--- src/rtl/decode_stage.sv ---
// decode_stage: registered decode with register file, dest-history hazard flags and sticky halt.
// Optional macro DECODE_WB_BYPASS_EN forwards same-cycle wb_data to register reads.
module decode_stage #(
  parameter int DATA_W = 16,
  parameter int NREG = 16
) (
  input  logic              clk,
  input  logic              rst,
  input  logic              in_valid,
  output logic              in_ready,
  input  logic [15:0]       instr,
  input  logic              flush,
  input  logic              wb_en,
  input  logic [3:0]        wb_addr,
  input  logic [DATA_W-1:0] wb_data,
  output logic              is_add,
  output logic              is_sub,
  output logic              is_and,
  output logic              is_or,
  output logic              is_gt,
  output logic              is_eq,
  output logic              is_mem_write,
  output logic              is_reg_write,
  output logic              is_halt,
  output logic              is_branch,
  output logic [DATA_W-1:0] val1,
  output logic [DATA_W-1:0] val2,
  output logic [DATA_W-1:0] val3,
  output logic              is_val1_data_hazard,
  output logic              is_val2_data_hazard,
  output logic              is_mem_data_hazard
);
  logic [DATA_W-1:0] rf [NREG];
  logic [DATA_W-1:0] r1, r2, n_v1, n_v2, n_v3;
  logic [3:0] op, rd, rs1, rs2, d1_a, d2_a;
  logic halted, d1_v, d2_v, acc, alu_op, ldi, st, bnz, use1, use2;
  logic m11, m12, m21, m22, n_h1, n_h2, n_mem;
  assign {op, rd, rs1, rs2} = instr;
  assign in_ready = !halted;
  assign acc = in_valid && in_ready && !flush;
`ifdef DECODE_WB_BYPASS_EN
  assign r1 = rs1 == 4'd0 ? '0 : (wb_en && wb_addr == rs1) ? wb_data : rf[rs1];
  assign r2 = rs2 == 4'd0 ? '0 : (wb_en && wb_addr == rs2) ? wb_data : rf[rs2];
`else
  assign r1 = rs1 == 4'd0 ? '0 : rf[rs1];
  assign r2 = rs2 == 4'd0 ? '0 : rf[rs2];
`endif
  // register file write port; R0 is never stored and reads as zero
  always_ff @(posedge clk)
    if (wb_en && wb_addr != 4'd0) rf[wb_addr] <= wb_data;
  // classify the presented instruction, select operands and flag hazards against d1/d2
  always_comb begin
    alu_op = acc && op >= 4'd1 && op <= 4'd6;
    ldi = acc && op == 4'd7;
    st = acc && op == 4'd8;
    bnz = acc && op == 4'd9;
    use1 = alu_op || st || bnz;
    use2 = alu_op || st;
    m11 = d1_v && d1_a == rs1;
    m12 = d2_v && d2_a == rs1;
    m21 = d1_v && d1_a == rs2;
    m22 = d2_v && d2_a == rs2;
    n_h1 = use1 && rs1 != 4'd0 && (m11 || m12);
    n_h2 = use2 && rs2 != 4'd0 && (m21 || m22);
    n_mem = (n_h1 && !m11) || (n_h2 && !m21);
    n_v1 = ldi ? DATA_W'(instr[7:0]) : use1 ? r1 : '0;
    n_v2 = use2 ? r2 : '0;
    n_v3 = (alu_op || ldi) ? DATA_W'(rd) : bnz ? DATA_W'(instr[7:0]) : '0;
  end
  // output register, destination history shift and sticky halt
  always_ff @(posedge clk or posedge rst)
    if (rst) begin
      {is_add, is_sub, is_and, is_or, is_gt, is_eq} <= '0;
      {is_mem_write, is_reg_write, is_halt, is_branch} <= '0;
      {is_val1_data_hazard, is_val2_data_hazard, is_mem_data_hazard} <= '0;
      val1 <= '0;
      val2 <= '0;
      val3 <= '0;
      halted <= 1'b0;
      {d1_v, d1_a, d2_v, d2_a} <= '0;
    end else begin
      is_add <= alu_op && op == 4'd1 || ldi;
      is_sub <= alu_op && op == 4'd2;
      is_and <= alu_op && op == 4'd3;
      is_or <= alu_op && op == 4'd4 || bnz;
      is_gt <= alu_op && op == 4'd5;
      is_eq <= alu_op && op == 4'd6;
      is_mem_write <= st;
      is_reg_write <= alu_op || ldi;
      is_halt <= acc && op == 4'd15;
      is_branch <= bnz;
      is_val1_data_hazard <= n_h1;
      is_val2_data_hazard <= n_h2;
      is_mem_data_hazard <= n_mem;
      val1 <= n_v1;
      val2 <= n_v2;
      val3 <= n_v3;
      halted <= halted || (acc && op == 4'd15);
      d1_v <= alu_op || ldi;
      d1_a <= rd;
      d2_v <= d1_v;
      d2_a <= d1_a;
    end
endmodule
--- config.mk ---
export PLATFORM = sky130hd
export DESIGN_NAME = decode_stage
export DESIGN_NICKNAME = d
export VERILOG_FILES = /design/src/rtl/decode_stage.sv
export SDC_FILE = /design/constraint.sdc
export NUM_CORES = 1
export LEC_CHECK = 0
export BUFFER_PORTS_ARGS = -buffer_cell sky130_fd_sc_hd__buf_4
export CAP_MARGIN = 10
export CELL_PAD_IN_SITES_DETAIL_PLACEMENT = 0
export CELL_PAD_IN_SITES_GLOBAL_PLACEMENT = 2
export CORE_ASPECT_RATIO = 0.75
export CORE_MARGIN = 2
export CORE_UTILIZATION = 25
export CTS_BUF_LIST = sky130_fd_sc_hd__clkbuf_2
export CTS_CLUSTER_SIZE = 12
export DETAILED_ROUTE_END_ITERATION = 10
export GPL_TIMING_DRIVEN = 0
export PLACE_DENSITY_LB_ADDON = 0.05
export REMOVE_ABC_BUFFERS = 1
export SKIP_LAST_GASP = 1
export SYNTH_ARGS = -nofsm -noshare
export SYNTH_HDL_FRONTEND = slang
export SYNTH_SLANG_ARGS = --single-unit
--- constraint.sdc ---
create_clock -name clk -period 4.1 [get_ports clk]
set_input_delay 0.205 -clock clk [delete_from_list [all_inputs] [get_ports clk]]
set_output_delay 0.205 -clock clk [all_outputs]
set_load 0.05 [all_outputs]
==> flow_summary_export.csv, run 1 <==
group,metric,value,unit
worst_hold_path,hp-class,"input pin to flop",
power,powerDensity,385,mW/mm^2
clock_tree,cts_hold_buffers,85,
worst_setup_path,slowest_delay,0.91,ns
clock_tree,cts.htree.levels,3,
synth,synth-main-ff-cell,"edfxtp_1",
global_route,grt_pass1_vias,9279,
global_route,antenna_found_initial,2,
floorplanning,coreArea,0.0559,mm^2
placement,portBuffers,94,
global_route,grt_overflow,0,
finish,multi_input_area,0.00472,mm^2
synth,ys_ff_latch,319,
timing,clock.fmax,359,MHz
power,peakVddDrop,0.000146,V
clock_tree,cts_resized,0,
synth,ys_seq_area_share,65.6,%
route,drc,0,
route,wl,44200,um
floorplanning,dieArea,0.0584,mm^2
timing,min_period,2.79,ns
timing,setup_violations,0,
timing,hold_viol,0,
run_status,status,"finished, final reports clean",
floorplanning,die_h,210,um
timing,fin_skew,0.0683,ns
clock_tree,cts_buffers,86,
global_route,gr-usage-all-layers,15.6,%
route,ant_nets,0,
global_route,grt_max_degree,72,
route,drt_iter0_drc,552,
placement,dp_hpwl,24700,um
synth,synth_area,0.0141,mm^2
synth,synth_most_common_cell,"edfxtp_1",
clock_tree,root_buffer,"clkbuf_2",
placement,routabilityCongestion,0.707,
synth,synth.distinct_cells,44,
floorplanning,start_util,25.3,%
clock_tree,worstSkewPairLatency,1.06,ns
synth,synth_area_leader_cell,"edfxtp_1",
synth,async_flop_share,19.7,%
clock_tree,clock_path_buffers,3,
clock_tree,cts.sinks,319,
power,p_leak,0.00633,uW
clock_tree,cts_tree,"done",
worst_setup_path,worstPathRequired,5.02,ns
worst_setup_path,crit_path_end_kind,"flop",
timing,hold_ws,0.187,ns
clock_tree,cts_setup_buffers,0,
timing,rsz0062_at_grt,"false",
route,first_pass_iters,4,
floorplanning,ioPinCount,103,
route,wire_per_inst,25.0,um
floorplanning,die_w,278,um
synth,synth_top_cell_area_share,54.4,%
timing,post-route-period-util,68.0,%
floorplanning,rows,75,
route,via_count,8075,
finish,fin_nets,1009,
global_route,grt_pass1_wl,64200,um
synth,syn_inst,719,
finish,regArea,0.00926,mm^2
worst_setup_path,path_class,"flop to flop",
timing,tightestPinTransition,1.16,ns
worst_setup_path,cp_max_fo,13,
timing,finalWorstSetupSlack,1.31,ns
finish,nFillCells,5525,
finish,drive_gt1_share,41.4,%
synth,avgSynthCellArea,19.6,um^2
route,vias_per_cell,4.55,
worst_setup_path,cp.arrival,3.71,ns
timing,maxSlewHeadroom,22.5,%
synth,ys_top_cells_by_count,"256 x edfxtp_1, 148 x mux4_2, 63 x dfrtp_1, 25 x nor2_1, 25 x nor2b_1",
worst_setup_path,crit_chain,"nor2_1 -> nand2_1 -> dlygate4sd3_1 -> or4_2 -> buf_12 -> o32ai_2",
timing,slew_viol_final,0,
synth,synth_warnings,0,
placement,place_ws,1.27,ns
synth,synth_area_leaders,"edfxtp_1 54%, mux4_2 24%, dfrtp_1 11%",
job,cap_viol_max_count,0,
finish,syn2layout_area_growth,25.4,%
synth,synth_edf_count,256,
clock_tree,path_clk_slew,0.09,ns
worst_setup_path,worst_path_max_delay_cell,"or4_2",
worst_setup_path,crit_path_start_kind,"flop",
==> metrics by stage <==
step | total power [uW] | area, um^2 | std cells | util (%) | TNS, ns
CTS | 6960 | 17700 | 1768 | 31.6 | 0
global placement | 4220 | 15500 | 1509 | 27.7 | -8.98
floorplan | 3960 | 13900 | 684 | - | 0
global route | 7170 | 17700 | 1773 | 31.7 | 0
detailed placement | 4260 | 15900 | 1524 | 28.4 | 0
finish | 6820 | 17700 | 1773 | 31.7 | 0
==> flip-flops by register name, summed over array words and instances (netlist names) <==
signal,count
d1_a,4
d2_a,4
d2_v,1
halted,1
is_add,1
is_and,1
is_branch,1
is_eq,1
is_gt,1
is_halt,1
is_mem_data_hazard,1
is_mem_write,1
is_or,1
is_reg_write,1
is_sub,1
is_val1_data_hazard,1
is_val2_data_hazard,1
rf,256
val1,16
val2,16
val3,8
==> critical path: cells and delay by family, from the launching register on <==
| family | cells | cell delay, ns |
|---|---|---|
| flip-flops | 1 | 0.40 |
| AND/OR/NAND/NOR | 3 | 1.10 |
| AO/OA/AOI/OAI | 1 | 0.26 |
| buffers and inverters | 2 | 0.89 |
==> final timing paths <==
path | depth (start not counted) | to | slack, ns | start
worst max-delay path | 6 | is_mem_data_hazard | 1.31 | halted
worst min-delay path | 3 | rf[4][6] | 0.19 | wb_addr[0]
worst max register to register | 6 | is_mem_data_hazard | 1.31 | halted
worst min register to register | 0 | d2_a[0] | 0.45 | d1_a[0]
max in group asynchronous | 5 | val1[1] | 3.13 | rst
min in group asynchronous | 4 | val3[3] | 0.38 | rst
==> cells in the final DEF (no fill, tap or decap), drive strengths merged, types with 5 or more instances in the layout <==
| master | n |
|---|---|
| a21oi | 13 |
| a31oi | 5 |
| buf | 111 |
| bufinv | 5 |
| clkbuf | 135 |
| clkinv | 17 |
| conb | 24 |
| dfrtp | 63 |
| dlygate4sd3 | 85 |
| edfxtp | 256 |
| inv | 6 |
| mux4 | 148 |
| nand2 | 21 |
| nand3 | 8 |
| nor2 | 25 |
| nor2b | 31 |
| nor3 | 11 |
| nor4 | 8 |
| o21ai | 5 |
| xor2 | 12 |
==> cell type report <==
class,instances,share of cell area [%]
multi-input cells,361,26.6
diodes,3,0.0424
clock buffers,135,3.81
inverters,4,0.0989
clock inverters,24,1.26
flip-flops and latches,319,52.3
well taps,731,5.16
repair buffers,196,10.7
==> cell families after synthesis <==
family / count (synthesis) / share of synthesized area, %
XOR/XNOR: 16 / 0.992
other: 1 / 0.0265
buffers and inverters: 62 / 2.42
AND/OR/NAND/NOR: 122 / 4.83
AO/OA/AOI/OAI: 46 / 2.21
flip-flops: 319 / 65.6
multiplexers: 153 / 24.0
==> layer usage <==
metal | vias to the layer above | share of wire (%) | global-route usage [%]
met4 | 0 | 1.7 | 4.51
met1 | 4321 | 43 | 19.5
li1 | 3512 | - | -
met5 | - | 0 | 0
met2 | 178 | 51 | 27.1
met3 | 64 | 4.3 | 3.74
==> where the power goes <==
part | switching [uW] | internal, uW | total [uW]
clock network | 1400 | 1180 | 2590
registers | 29.2 | 3570 | 3600
logic | 325 | 310 | 635
total | 1760 | 5060 | 6820
(Power assumes the default switching activity.)
==> run 2, diff against run 1 <==
- clock period: 4.1 -> 2.7 ns (I/O delays scaled with it)
==> run 2 against run 1 <==
  * Sequential cell count unchanged
  * Non-clock buffer count down 3
  * Global-route usage about the same
  * Combinational power up 52%
  * First-iteration DRC count down 4.5%
  * Clock skew up 0.0055 ns
  * Final cell count down 0.17%
==> flow_summary_export.csv, run 2 (synthesized netlist as in run 1, its figures left out) <==
group,metric,value,unit
run_status,status,"finished, final reports clean",
timing,clock.fmax,382,MHz
clock_tree,clock_path_buffers,3,
global_route,grt_max_degree,72,
worst_setup_path,worstPathRequired,3.60,ns
route,drc,0,
power,power_switching,2670,uW
route,via_count,8102,
floorplanning,ioPinCount,103,
route,wl,44200,um
clock_tree,worstSkewPairLatency,1.07,ns
clock_tree,cts.sinks,319,
timing,min_period,2.62,ns
power,powerDensity,585,mW/mm^2
route,first_pass_iters,4,
finish,utilization,31.6,%
worst_setup_path,r2r_slack,0.29,ns
route,drt_iter0_drc,527,
clock_tree,cts_hold_buffers,82,
worst_setup_path,cp.arrival,3.52,ns
power,clock_power_share,37.9,%
finish,drive_gt1_share,41.5,%
floorplanning,dieArea,0.0584,mm^2
worst_setup_path,crit_chain,"dlygate4sd3_1 -> buf_4 -> dlygate4sd3_1 -> or2_1 -> nor2_1 -> nor3_1 -> dlygate4sd3_1 -> a22o_1 -> dlygate4sd3_1",
worst_setup_path,worst_path_max_delay_cell,"dlygate4sd3_1",
floorplanning,coreArea,0.0559,mm^2
floorplanning,die_h,210,um
worst_setup_path,r2r-end,"val3[0]",
floorplanning,start_util,25.3,%
worst_setup_path,rr_worst_depth,6,
route,ant_nets,0,
timing,finalWorstSetupSlack,0.0848,ns
job,cap_viol_max_count,0,
worst_setup_path,path_class,"input pin to flop",
worst_setup_path,crit_path_start_kind,"input pin",
clock_tree,path_clk_slew,0.10,ns
finish,fin_nets,1006,
worst_setup_path,cp-endpoint,"val3[0]",
power,p_sw_share,25.8,%
finish,nFillCells,5527,
timing,rsz0062_at_grt,"false",
global_route,gr-usage-all-layers,15.6,%
timing,fin_skew,0.0737,ns
power,p_leak,0.00631,uW
clock_tree,cts.htree.levels,3,
global_route,grt_pass1_vias,9259,
global_route,grt_overflow,0,
floorplanning,rows,75,
placement,routabilityCongestion,0.707,
clock_tree,cts_resized,0,
worst_setup_path,path_common_cell,"dlygate4sd3_1",
finish,syn2layout_area_growth,25.2,%
power,seqPwrFrac,52.8,%
finish,final_cell_mix,"256 x edfxtp_1, 148 x mux4_2, 135 x clkbuf_2",
floorplanning,die_w,278,um
worst_hold_path,hp-class,"input pin to flop",
route,wire_per_inst,25.0,um
power,pwr-share-comb,9.3,%
placement,portBuffers,94,
global_route,antenna_found_initial,2,
clock_tree,cts_tree,"done",
timing,maxSlewHeadroom,22.5,%
timing,hold_viol,0,
timing,setup_violations,0,
worst_setup_path,worstSetupStartpoint,"instr[13]",
placement,dp_hpwl,24700,um
timing,post-route-period-util,96.9,%
timing,slew_viol_final,0,
timing,tightestPinTransition,1.16,ns
finish,final_common_cell,"edfxtp_1",
finish,largest_registers,"rf x256, val1 x16, val2 x16",
worst_setup_path,cp_max_fo,6,
global_route,grt_pass1_wl,64000,um
finish,largest_reg_flops,256,
clock_tree,cts_buffers,86,
route,vias_per_cell,4.58,
placement,place_ws,-0.0627,ns
power,p_int,7680,uW
power,peakVddDrop,0.000222,V
clock_tree,cts_setup_buffers,0,
worst_setup_path,crit_path_end_kind,"flop",
worst_setup_path,slowest_delay,0.66,ns
worst_setup_path,reg2reg_from,"halted",
finish,top_register,"rf",
clock_tree,root_buffer,"clkbuf_2",
==> run 2: cell types whose count changed in the layout (fill, tap and decap cells not counted) <==
cell | before | now
dlygate4sd3_1 | 85 | 82
==> run 2: layout make-up <==
cell class / instances / area [um^2] / area share (%)
sequential: 319 / 9260 / 52.4
clock inverter: 24 / 223 / 1.26
timing repair buffer: 193 / 1870 / 10.6
clock buffer: 135 / 676 / 3.82
antenna: 3 / 7.51 / 0.0424
inverter: 4 / 17.5 / 0.0990
multi-input combinational: 361 / 4720 / 26.7
tap: 731 / 915 / 5.17
==> run 2: how the worst min path moves through the flow <==
| stage | startpoint | to | slack [ns] | cells past startpoint |
|---|---|---|---|---|
| 2_1_floorplan | instr[8] | d1_a[0] | 0.17 | 0 |
| 3_3_place_gp | instr[9] | d1_a[1] | 0.26 | 1 |
| 3_5_place_dp | rst | val3[5] | 0.20 | 2 |
| 4_1_cts | instr[7] | val1[2] | 0.02 | 4 |
| 5_1_grt | instr[7] | val1[2] | 0.04 | 4 |
| 6_report | instr[2] | val1[2] | 0.20 | 4 |
==> run 2: power by group through the flow <==
stage | registers [uW] | clock network (uW) | logic [uW]
floorplan | 5560 | 0 | 452
global placement | 5560 | 0 | 849
detailed placement | 5570 | 0 | 894
CTS | 5460 | 4120 | 981
global route | 5480 | 4370 | 1040
finish | 5460 | 3920 | 965
==> run 2: critical path, delay by kind of cell <==
family          cells  cell delay, ns
simple gates        3            0.54
buf+inv             5            2.58
compound gates      1            0.26
==> run 2: routing by layer <==
metal  up-vias  global-route usage [%]  share of wire (%)
met1      4359                    19.5                 43
li1       3505                       -                  -
met2       175                    27.0                 51
met5         -                       0                  0
met4         0                    4.51                1.6
met3        63                    3.74                4.1
==> run 2: through the flow <==
step	setup TNS (ns)	power [uW]	hold WS, ns	instances	area (um^2)
2_1_floorplan	0	6010	0.166	684	13900
6_report	0	10300	0.201	1770	17700
3_3_place_gp	-183.54	6410	0.260	1509	15500
4_1_cts	0	10600	0.0216	1765	17600
5_1_grt	0	10900	0.0367	1770	17700
3_5_place_dp	-0.0627	6470	0.198	1524	15900
==> run 3, diff against run 2 <==
- CORE_UTILIZATION: 25 -> 48
==> run 3 against run 2 <==
  * Sequential power hardly changed
  * Count of clock-buffer cells in the layout is 16 lower
  * Sequential cell count stayed put
  * Setup slack better by 0.19 ns
  * Largest power group unchanged
  * First-iteration DRC count is 28% higher
  * Critical path type is now flop to flop
  * Non-clock buffer count is 26 lower
  * Sequential share of layout area is 2.8 points higher
==> flow_summary_export.csv, run 3 (synthesized netlist as in run 1, its figures left out) <==
group,metric,value,unit
route,wire_per_inst,26.4,um
worst_hold_path,worstHoldStart,"instr[1]",
global_route,antenna_found_initial,1,
worst_setup_path,critPathTopFamily,"simple AND/OR/NAND/NOR gates",
timing,finalWorstSetupSlack,0.276,ns
finish,drive_gt1_share,41.5,%
clock_tree,cts.sinks,319,
floorplanning,rows,54,
placement,place_ws,-0.0150,ns
timing,setup_violations,0,
worst_setup_path,slowest_delay,0.87,ns
timing,min_period,2.42,ns
timing,tightestPinTransition,1.16,ns
run_status,status,"finished, final reports clean",
route,ant_nets,0,
clock_tree,cts_tree,"done",
global_route,grt_overflow,0,
route,wl,36700,um
worst_setup_path,worstPathRequired,3.47,ns
finish,final_common_cell,"edfxtp_1",
floorplanning,die_w,202,um
clock_tree,clock_path_buffers,3,
timing,maxSlewHeadroom,22.8,%
floorplanning,start_util,48.7,%
clock_tree,cts_resized,0,
worst_setup_path,crit_path_end_kind,"flop",
route,vias_per_cell,5.83,
worst_setup_path,reg2reg_from,"halted",
finish,top_register,"rf",
timing,hold_viol,0,
power,p_leak,0.00608,uW
floorplanning,dieArea,0.0308,mm^2
route,drt_iter0_drc,677,
route,drc,0,
timing,clock.fmax,413,MHz
clock_tree,cts_setup_buffers,0,
clock_tree,cts_buffers,79,
clock_tree,path_clk_slew,0.11,ns
power,peakVddDrop,0.000340,V
floorplanning,coreArea,0.0290,mm^2
placement,dp_hpwl,20800,um
worst_hold_path,hp-class,"input pin to flop",
finish,largest_registers,"rf x256, val1 x16, val2 x16",
global_route,gr-usage-all-layers,24.5,%
global_route,grt_max_degree,72,
floorplanning,die_h,153,um
placement,portBuffers,94,
finish,final_cell_mix,"256 x edfxtp_1, 148 x mux4_2, 119 x clkbuf_2",
job,cap_viol_max_count,0,
finish,fin_nets,973,
clock_tree,cts_hold_buffers,57,
worst_setup_path,cp_max_fo,8,
worst_setup_path,worst_path_max_delay_cell,"nor2_1",
finish,largest_reg_flops,256,
worst_setup_path,path_class,"flop to flop",
global_route,grt_pass1_wl,54600,um
worst_setup_path,path_buf_inv,0,
clock_tree,root_buffer,"clkbuf_2",
timing,rsz0062_at_grt,"false",
finish,syn2layout_area_growth,18.8,%
worst_setup_path,crit_path_start_kind,"flop",
worst_setup_path,cp.arrival,3.20,ns
route,first_pass_iters,5,
finish,stdcell_count,1391,
placement,dp_cells,1186,
placement,routabilityCongestion,0.722,
clock_tree,worstSkewPairLatency,0.87,ns
worst_setup_path,crit_chain,"nor3b_1 -> nand3b_1 -> nor2_1 -> a21oi_1 -> a211oi_1",
global_route,grt_pass1_vias,8850,
route,via_count,8116,
floorplanning,ioPinCount,103,
timing,fin_skew,0.0378,ns
worst_setup_path,worstSetupStartpoint,"halted",
timing,post-route-period-util,89.8,%
clock_tree,cts.htree.levels,3,
timing,slew_viol_final,0,
power,powerDensity,571,mW/mm^2
==> run 3: stage by stage <==
step	cell area [um^2]	util (%)	setup TNS (ns)	total power (uW)	hold WS, ns
2_1_floorplan	13900	-	0	6010	0.166
3_3_place_gp	15100	52.0	-95.05	6360	0.260
3_5_place_dp	15500	53.4	-0.0150	6410	0.112
4_1_cts	16800	57.9	0	9690	0.00134
5_1_grt	16800	57.9	0	10000	0.00962
6_report	16800	57.9	0	9590	0.107
==> run 3: cell type report <==
type / count / area, um^2
diodes: 1 / 2.50
clock buffers: 119 / 596
flip-flops and latches: 319 / 9260
repair buffers: 167 / 1600
multi-input cells: 361 / 4680
inverters: 4 / 17.5
fillers: 2261 / 12200
clock inverters: 28 / 139
well taps: 392 / 490
==> run 3: routing by layer <==
metal  global-route usage (%)  routed length (um)
met5                        0                   0
met4                     8.20                 790
met3                     5.62                2590
met2                     39.0               18000
met1                     33.9               15300
==> run 3: power breakdown <==
| part | leakage, uW | internal, uW | switching [uW] |
|---|---|---|---|
| Combinational | 0.00233 | 446 | 455 |
| Clock | 0.000573 | 1280 | 1950 |
| Sequential | 0.00318 | 5420 | 44.8 |
| Total | 0.00608 | 7140 | 2450 |
==> run 3: path summary, 6_finish.rpt <==
path | cells after the start | to | slack [ns]
max | 5 | val1[7] | 0.28
min | 2 | val1[1] | 0.11
max reg2reg | 5 | val1[7] | 0.28
min reg2reg | 0 | d2_a[2] | 0.44
max in group asynchronous | 5 | val2[0] | 1.72
min in group asynchronous | 4 | val2[13] | 0.38
